### src/rtl/sw_hex_display_if.sv
// Board-side signal bundle for sw_hex_display: raw switches in, segments and LEDs out.
// master = board/bench side, slave = display logic side.
interface sw_hex_display_if #(
  parameter int NUM_DIGITS = 6
);
  logic [9:0]              SW;
  logic [8*NUM_DIGITS-1:0] HEX;
  logic [9:0]              LEDR;

  modport master (output SW, input HEX, input LEDR);
  modport slave  (input SW, output HEX, output LEDR);
endinterface

### src/rtl/sw_hex_display.sv
// Debounced slide switches feeding a shift-in hex digit store on seven-segment displays.
// Optional cursor blink on digit 0 is compiled in with SW_HEX_DISPLAY_BLINK_EN.

// Per-switch lane: 2-flop synchronizer followed by a consecutive-mismatch debounce counter.
module sw_hex_debounce #(
  parameter int DB_CYCLES = 500000
) (
  input  logic clk,
  input  logic rst,
  input  logic din,
  output logic dout
);
  localparam int CW = (DB_CYCLES < 2) ? 1 : $clog2(DB_CYCLES + 1);

  logic          sync1, sync2;
  logic [CW-1:0] cnt;

  always_ff @(posedge clk) begin
    if (rst) begin
      sync1 <= 1'b0;
      sync2 <= 1'b0;
      cnt   <= '0;
      dout  <= 1'b0;
    end else begin
      sync1 <= din;
      sync2 <= sync1;
      if (sync2 == dout) begin
        cnt <= '0;
      end else if (cnt == CW'(DB_CYCLES - 1)) begin
        cnt  <= '0;
        dout <= sync2;
      end else begin
        cnt <= cnt + 1'b1;
      end
    end
  end
endmodule

module sw_hex_display #(
  parameter int NUM_DIGITS = 6,
  parameter int DB_CYCLES  = 500000,
  parameter int BLINK_HALF = 25000000
) (
  input  logic              MAX10_CLK1_50,
  input  logic              RST,
  sw_hex_display_if.slave   io
);
  generate
    if (NUM_DIGITS < 1 || NUM_DIGITS > 6) begin : g_bad_digits
      $error("sw_hex_display: NUM_DIGITS must be 1..6");
    end
    if (DB_CYCLES < 1 || BLINK_HALF < 1) begin : g_bad_timing
      $error("sw_hex_display: DB_CYCLES and BLINK_HALF must be >= 1");
    end
  endgenerate

  logic [9:0]                       sw_db;
  logic                             ld_prev;
  logic                             load;
  logic                             raw_mode;
  logic                             blank;
  logic [NUM_DIGITS-1:0][3:0]       digits;
  logic [NUM_DIGITS-1:0][7:0]       hex_nxt;
  logic [NUM_DIGITS-1:0][7:0]       hex_q;

  for (genvar i = 0; i < 10; i++) begin : g_lane
    sw_hex_debounce #(.DB_CYCLES(DB_CYCLES)) u_db (
      .clk  (MAX10_CLK1_50),
      .rst  (RST),
      .din  (io.SW[i]),
      .dout (sw_db[i])
    );
  end

  // Load strobe on the debounced rising edge of SW[9] only.
  always_ff @(posedge MAX10_CLK1_50) begin
    if (RST) ld_prev <= 1'b0;
    else     ld_prev <= sw_db[9];
  end

  assign load     = sw_db[9] & ~ld_prev;
  assign raw_mode = sw_db[8];

  always_ff @(posedge MAX10_CLK1_50) begin
    if (RST) begin
      digits <= '0;
    end else if (load) begin
      for (int k = NUM_DIGITS - 1; k >= 1; k--) digits[k] <= digits[k-1];
      digits[0] <= sw_db[3:0];
    end
  end

`ifdef SW_HEX_DISPLAY_BLINK_EN
  localparam int BW = (BLINK_HALF < 2) ? 1 : $clog2(BLINK_HALF + 1);
  logic [BW-1:0] blink_cnt;

  // Phase restarts visible on every load so a freshly entered digit is seen at once.
  always_ff @(posedge MAX10_CLK1_50) begin
    if (RST || load) begin
      blink_cnt <= '0;
      blank     <= 1'b0;
    end else if (blink_cnt == BW'(BLINK_HALF - 1)) begin
      blink_cnt <= '0;
      blank     <= ~blank;
    end else begin
      blink_cnt <= blink_cnt + 1'b1;
    end
  end
`else
  assign blank = 1'b0;
`endif

  function automatic logic [7:0] seg7(input logic [3:0] n);
    logic [7:0] s;
    case (n)
      4'h0: s = 8'hC0;
      4'h1: s = 8'hF9;
      4'h2: s = 8'hA4;
      4'h3: s = 8'hB0;
      4'h4: s = 8'h99;
      4'h5: s = 8'h92;
      4'h6: s = 8'h82;
      4'h7: s = 8'hF8;
      4'h8: s = 8'h80;
      4'h9: s = 8'h90;
      4'hA: s = 8'h88;
      4'hB: s = 8'h83;
      4'hC: s = 8'hC6;
      4'hD: s = 8'hA1;
      4'hE: s = 8'h86;
      default: s = 8'h8E;
    endcase
    return s;
  endfunction

  always_comb begin
    hex_nxt = '1;
    for (int k = 0; k < NUM_DIGITS; k++) begin
      if (raw_mode) begin
        if (k == 0) hex_nxt[k] = sw_db[7:0];
      end else if (!(k == 0 && blank)) begin
        hex_nxt[k] = seg7(digits[k]);
      end
    end
  end

  always_ff @(posedge MAX10_CLK1_50) begin
    if (RST) hex_q <= '1;
    else     hex_q <= hex_nxt;
  end

  assign io.HEX  = hex_q;
  assign io.LEDR = sw_db;
endmodule

### src/flat_wrapper.sv
// flat-port wrapper written by rule: the top's interface ports become plain ports
module sw_hex_display_flat 
#(
  parameter int NUM_DIGITS = 6,
  parameter int DB_CYCLES  = 500000,
  parameter int BLINK_HALF = 25000000
)
  (MAX10_CLK1_50, RST, io_SW, io_HEX, io_LEDR);
  sw_hex_display_if #(.NUM_DIGITS(NUM_DIGITS)) io_i ();
  input  logic MAX10_CLK1_50;
  input  logic RST;
  input wire logic [$bits(io_i.SW)-1:0] io_SW;
  output wire logic [$bits(io_i.HEX)-1:0] io_HEX;
  output wire logic [$bits(io_i.LEDR)-1:0] io_LEDR;
  assign io_i.SW = io_SW;
  assign io_HEX = io_i.HEX;
  assign io_LEDR = io_i.LEDR;
  sw_hex_display #(.NUM_DIGITS(NUM_DIGITS), .DB_CYCLES(DB_CYCLES), .BLINK_HALF(BLINK_HALF)) u_core (.MAX10_CLK1_50(MAX10_CLK1_50), .RST(RST), .io(io_i));
endmodule
### config.mk
export PLATFORM = sky130hd
export DESIGN_NAME = sw_hex_display_flat
export DESIGN_NICKNAME = d
export VERILOG_FILES = /design/src/rtl/sw_hex_display_if.sv /design/src/rtl/sw_hex_display.sv /design/src/flat_wrapper.sv
export SDC_FILE = /design/constraint.sdc
export NUM_CORES = 1
export LEC_CHECK = 0
export CAP_MARGIN = 20
export CORE_MARGIN = 3
export CORE_UTILIZATION = 55
export CTS_BUF_LIST = sky130_fd_sc_hd__clkbuf_8
export DETAILED_ROUTE_END_ITERATION = 10
export PLACE_DENSITY_LB_ADDON = 0.08
export SLEW_MARGIN = 20
export SYNTH_ARGS = -nofsm -noshare
export SYNTH_HDL_FRONTEND = slang
export SYNTH_SLANG_ARGS = --single-unit
export TNS_END_PERCENT = 30
### constraint.sdc
create_clock -name MAX10_CLK1_50 -period 3.6 [get_ports MAX10_CLK1_50]
set_input_delay 0.36 -clock MAX10_CLK1_50 [delete_from_list [all_inputs] [get_ports MAX10_CLK1_50]]
set_output_delay 0.36 -clock MAX10_CLK1_50 [all_outputs]
set_load 0.01 [all_outputs]
==> impl_metrics.csv <==
group,metric,value,unit
route,postRouteAntennaNets,0,
run_status,run_status,"finished, final reports clean",
clock_network,numCtsBuffers,48,
synth,syn-cell-area,12850,um^2
clock_network,tritoncts,"built",
floorplan,die_h,158.8,um
clock_network,cts_sinks,295,
route,avgViaCountPerCell,5.027,
final_layout,layout-area-overhead-vs-synth,13.35,%
route,drt_wl_total,22770,um
worst_setup_path,critPathCaptureType,"output pin",
synth,dominantRegCellSynth,"sky130_fd_sc_hd__dfxtp_1",
global_route,first_global_vias,8778,
clock_network,ctsRootBufferMaster,"sky130_fd_sc_hd__clkbuf_8",
pwr,leakage,4.993,nW
clock_network,ctsLongestPathBuffers,3,
global_route,grt_remaining_overflow,0,
pwr,worst_voltage_drop_across_the_vdd_grid,0.3288,mV
final_layout,num_antenna_cells,0,
worst_setup_path,slowest_delay,0.86,ns
route,detail_route.drc_violations,0,
synth,number_of_enable_type_register_cells_in_the_synthesized_netlist,0,
floorplan,fp.dieArea,25230,um^2
synth,yosys_register_bits,295,
final_layout,post_route_cells_drive_above_1_share,5.825,%
pwr,seq_power_share,51.9,%
synth,syn_avg_cell_area,8.817,um^2
worst_setup_path,critPathLaunchType,"register",
worst_setup_path,crit_path_max_delay_family,"flip-flops",
place,gp_routability_congestion,0.8101,
timing,achievable-frequency,409.2,MHz
worst_setup_path,critical_path_peak_fanout,19,
floorplan,core,22780,um^2
route,first_pass_iters,6,
global_route,grt_util_all_layers,18.16,%
pwr,power.net_switching,1.376,mW
floorplan,die_w,158.8,um
worst_setup_path,r2r_slack,1.26,ns
worst_setup_path,worstSetupPathType,"register to output pin",
synth,synth_cells,1457,
pwr,switching_share,21.55,%
clock_network,post_cts.repair.setup_buffers,0,
synth,synth_sequential_area_ratio,45.97,%
synth,synth.yosys.warnings,0,
final_layout,finalNetCount,1565,
floorplan,pin_count,70,
global_route,number_of_antenna_violations_at_the_first_check_in_global_routing,1,
clock_network,htree_levels,2,
synth,post_synth_num_cell_types,48,
clock_network,clock_latency_late_sink,0.56,ns
global_route,grt_pass1_wl,40160,um
timing,finalHoldViolations,0,
place,detailedPlacementHpwl,15310,um
floorplan,rows,55,
pwr,clockPowerShare,45.9,%
pwr,pwr-share-comb,2.2,%
timing,worst_pin_slew,1.001,ns
clock_network,clk_transition_reported_paths,0.06,ns
timing,timing.final.crit_share,67.88,%
timing,final.min_clock_period,2.444,ns
clock_network,cts.repair.resized,0,
final_layout,layout_commonest_cell,"sky130_fd_sc_hd__dfxtp_1",
pwr,power_density,438.4,nW/um^2
timing,timing_max_transition_violations_final,0,
global_route,largest_net_degree_at_the_start_of_global_routing,50,
worst_setup_path,path_cells,"clkdlybuf4s50_1",
final_layout,top_library_cells_by_usage_in_the_layout_fill_and_taps_aside,"sky130_fd_sc_hd__dfxtp_1, sky130_fd_sc_hd__nor2_1, sky130_fd_sc_hd__nand2_1, sky130_fd_sc_hd__xor2_1, sky130_fd_sc_hd__nand3_1",
worst_setup_path,cpMaxStageDelayCell,"sky130_fd_sc_hd__dfxtp_1",
timing,final_tns_setup,0,ns
worst_hold_path,hold_path_class,"input pin to register",
place,port_buffers,64,
worst_setup_path,worst-endpoint-required,3.24,ns
floorplan,start_util,56.40,%
synth,asyncSetResetFlopFracSynth,0,%
clock_network,hold_buffer_count_at_cts,0,
timing,worst_slew_margin_rel,33.30,%
timing,setup_violations,0,
route,avgRoutedWirePerCell,12.26,um
route,detailroute.via_count,9341,
timing,timing.hold.ws,0.2476,ns
job,timing.max_cap.violations,0,
route,first_iter_violations,435,
pwr,p_int,5.008,mW
final_layout,nFillCells,1955,
timing,skew,0.01718,ns
worst_setup_path,crit_arrival,2.08,ns
worst_setup_path,path_buf_inv,1,
timing,rsz0062_at_grt,"no",
power groups by stage:
stage	combinational (mW)	sequential, mW	clock (mW)
4_1_cts	0.141	3.31	3.02
6_report	0.138	3.31	2.93
5_1_grt	0.152	3.32	3.18
3_5_place_dp	0.140	3.39	0
2_1_floorplan	0.0638	3.40	0
3_3_place_gp	0.140	3.39	0
area by class of cell:
cell class,count,area (um^2),area share (%)
multi-input cells,1058,6455,44.33
flip-flops and latches,295,5906,40.56
clock buffers,63,867.1,5.955
repair buffers,68,665.6,4.571
well taps,313,391.6,2.689
clock inverters,25,138.9,0.9538
inverters,36,137.6,0.9452
synth_stat cells (7+ instances only):
master	n	share of area [%]
sky130_fd_sc_hd__nand2b_1	21	1.0
sky130_fd_sc_hd__o211ai_1	33	1.9
sky130_fd_sc_hd__or2_1	12	0.58
sky130_fd_sc_hd__nor2b_1	33	1.6
sky130_fd_sc_hd__and4_1	14	0.95
sky130_fd_sc_hd__a21oi_1	39	1.5
sky130_fd_sc_hd__ha_1	46	4.5
sky130_fd_sc_hd__xnor2_1	69	4.7
sky130_fd_sc_hd__nor4_1	7	0.34
sky130_fd_sc_hd__nor3_1	23	0.90
sky130_fd_sc_hd__clkbuf_1	24	0.70
sky130_fd_sc_hd__buf_1	7	0.20
sky130_fd_sc_hd__buf_2	25	0.97
sky130_fd_sc_hd__dfxtp_1	295	46
sky130_fd_sc_hd__o21a_1	10	0.58
sky130_fd_sc_hd__and3_1	30	1.5
sky130_fd_sc_hd__mux2i_1	18	1.4
sky130_fd_sc_hd__nand2_1	146	4.3
sky130_fd_sc_hd__xor2_1	112	7.6
sky130_fd_sc_hd__nand4_1	36	1.8
sky130_fd_sc_hd__nor2_1	249	7.3
sky130_fd_sc_hd__a211o_1	7	0.48
sky130_fd_sc_hd__o21ai_0	10	0.39
sky130_fd_sc_hd__inv_1	35	1.0
sky130_fd_sc_hd__nor4b_1	15	1.0
sky130_fd_sc_hd__buf_4	15	0.88
sky130_fd_sc_hd__nand3_1	90	3.5
worst reg2reg max path, stage by stage (launching register included):
cell and delay, ns:
sky130_fd_sc_hd__dfxtp_1 0.41, sky130_fd_sc_hd__and2b_1 0.15, sky130_fd_sc_hd__buf_4 0.24, sky130_fd_sc_hd__nand2_1 0.11, sky130_fd_sc_hd__a21oi_1 0.41, sky130_fd_sc_hd__inv_1 0.17
sky130_fd_sc_hd__ha_1 0.29, sky130_fd_sc_hd__mux4_2 0.46
logic make-up after synthesis:
logic type      synth area share [%]
compound gates                 5.542
xor+xnor                       12.34
flops                          45.97
buf+inv                        3.916
fa+ha+maj                      4.480
other cells                  0.02919
mux                            1.578
simple gates                   26.14
flip-flops by register name, indices dropped and copies added, names as in the netlist, named ones only:
signal                    cells
u_core.g_lane.u_db.cnt      190
u_core.io.HEX                43
u_core.digits                24
u_core.ld_prev                1
u_core.g_lane.u_db.sync2     10
u_core.g_lane.u_db.dout      10
u_core.g_lane.u_db.sync1     10
routing by layer:
metal  track usage (%)  up-vias  wire (um)
met5                 0        -         11
met4             5.651        2        463
met3             4.435       40       1033
met2             29.22      122      10050
met1             24.24     4238      11220
li1                  -     4939          -
final timing paths:
| check | depth (start not counted) | from | end |
|---|---|---|---|
| setup / recovery | 1 | u_core.g_lane[8].u_db.dout$_SDFFE_PP0P_ | io_LEDR[8] |
| hold reg to reg | 1 | u_core.g_lane[6].u_db.sync1$_SDFF_PP0_ | u_core.g_lane[6].u_db.sync2$_SDFF_PP0_ |
| setup reg to reg | 7 | u_core.g_lane[9].u_db.dout$_SDFFE_PP0P_ | register |
| hold / removal | 2 | RST | u_core.g_lane[2].u_db.sync1$_SDFF_PP0_ |
metrics by stage:
stage | util [%] | cells | area, um^2 | total power, mW | setup slack [ns]
floorplan | - | 1461 | 12860 | 3.460 | 1.626
global placement | 59.51 | 1770 | 13560 | 3.526 | 1.313
detailed placement | 59.51 | 1770 | 13560 | 3.526 | 1.251
CTS | 63.93 | 1858 | 14560 | 6.480 | 1.080
global route | 63.93 | 1858 | 14560 | 6.642 | 0.9658
finish | 63.93 | 1858 | 14560 | 6.383 | 1.156
No activity file was read; power rests on OpenSTA's default activity.
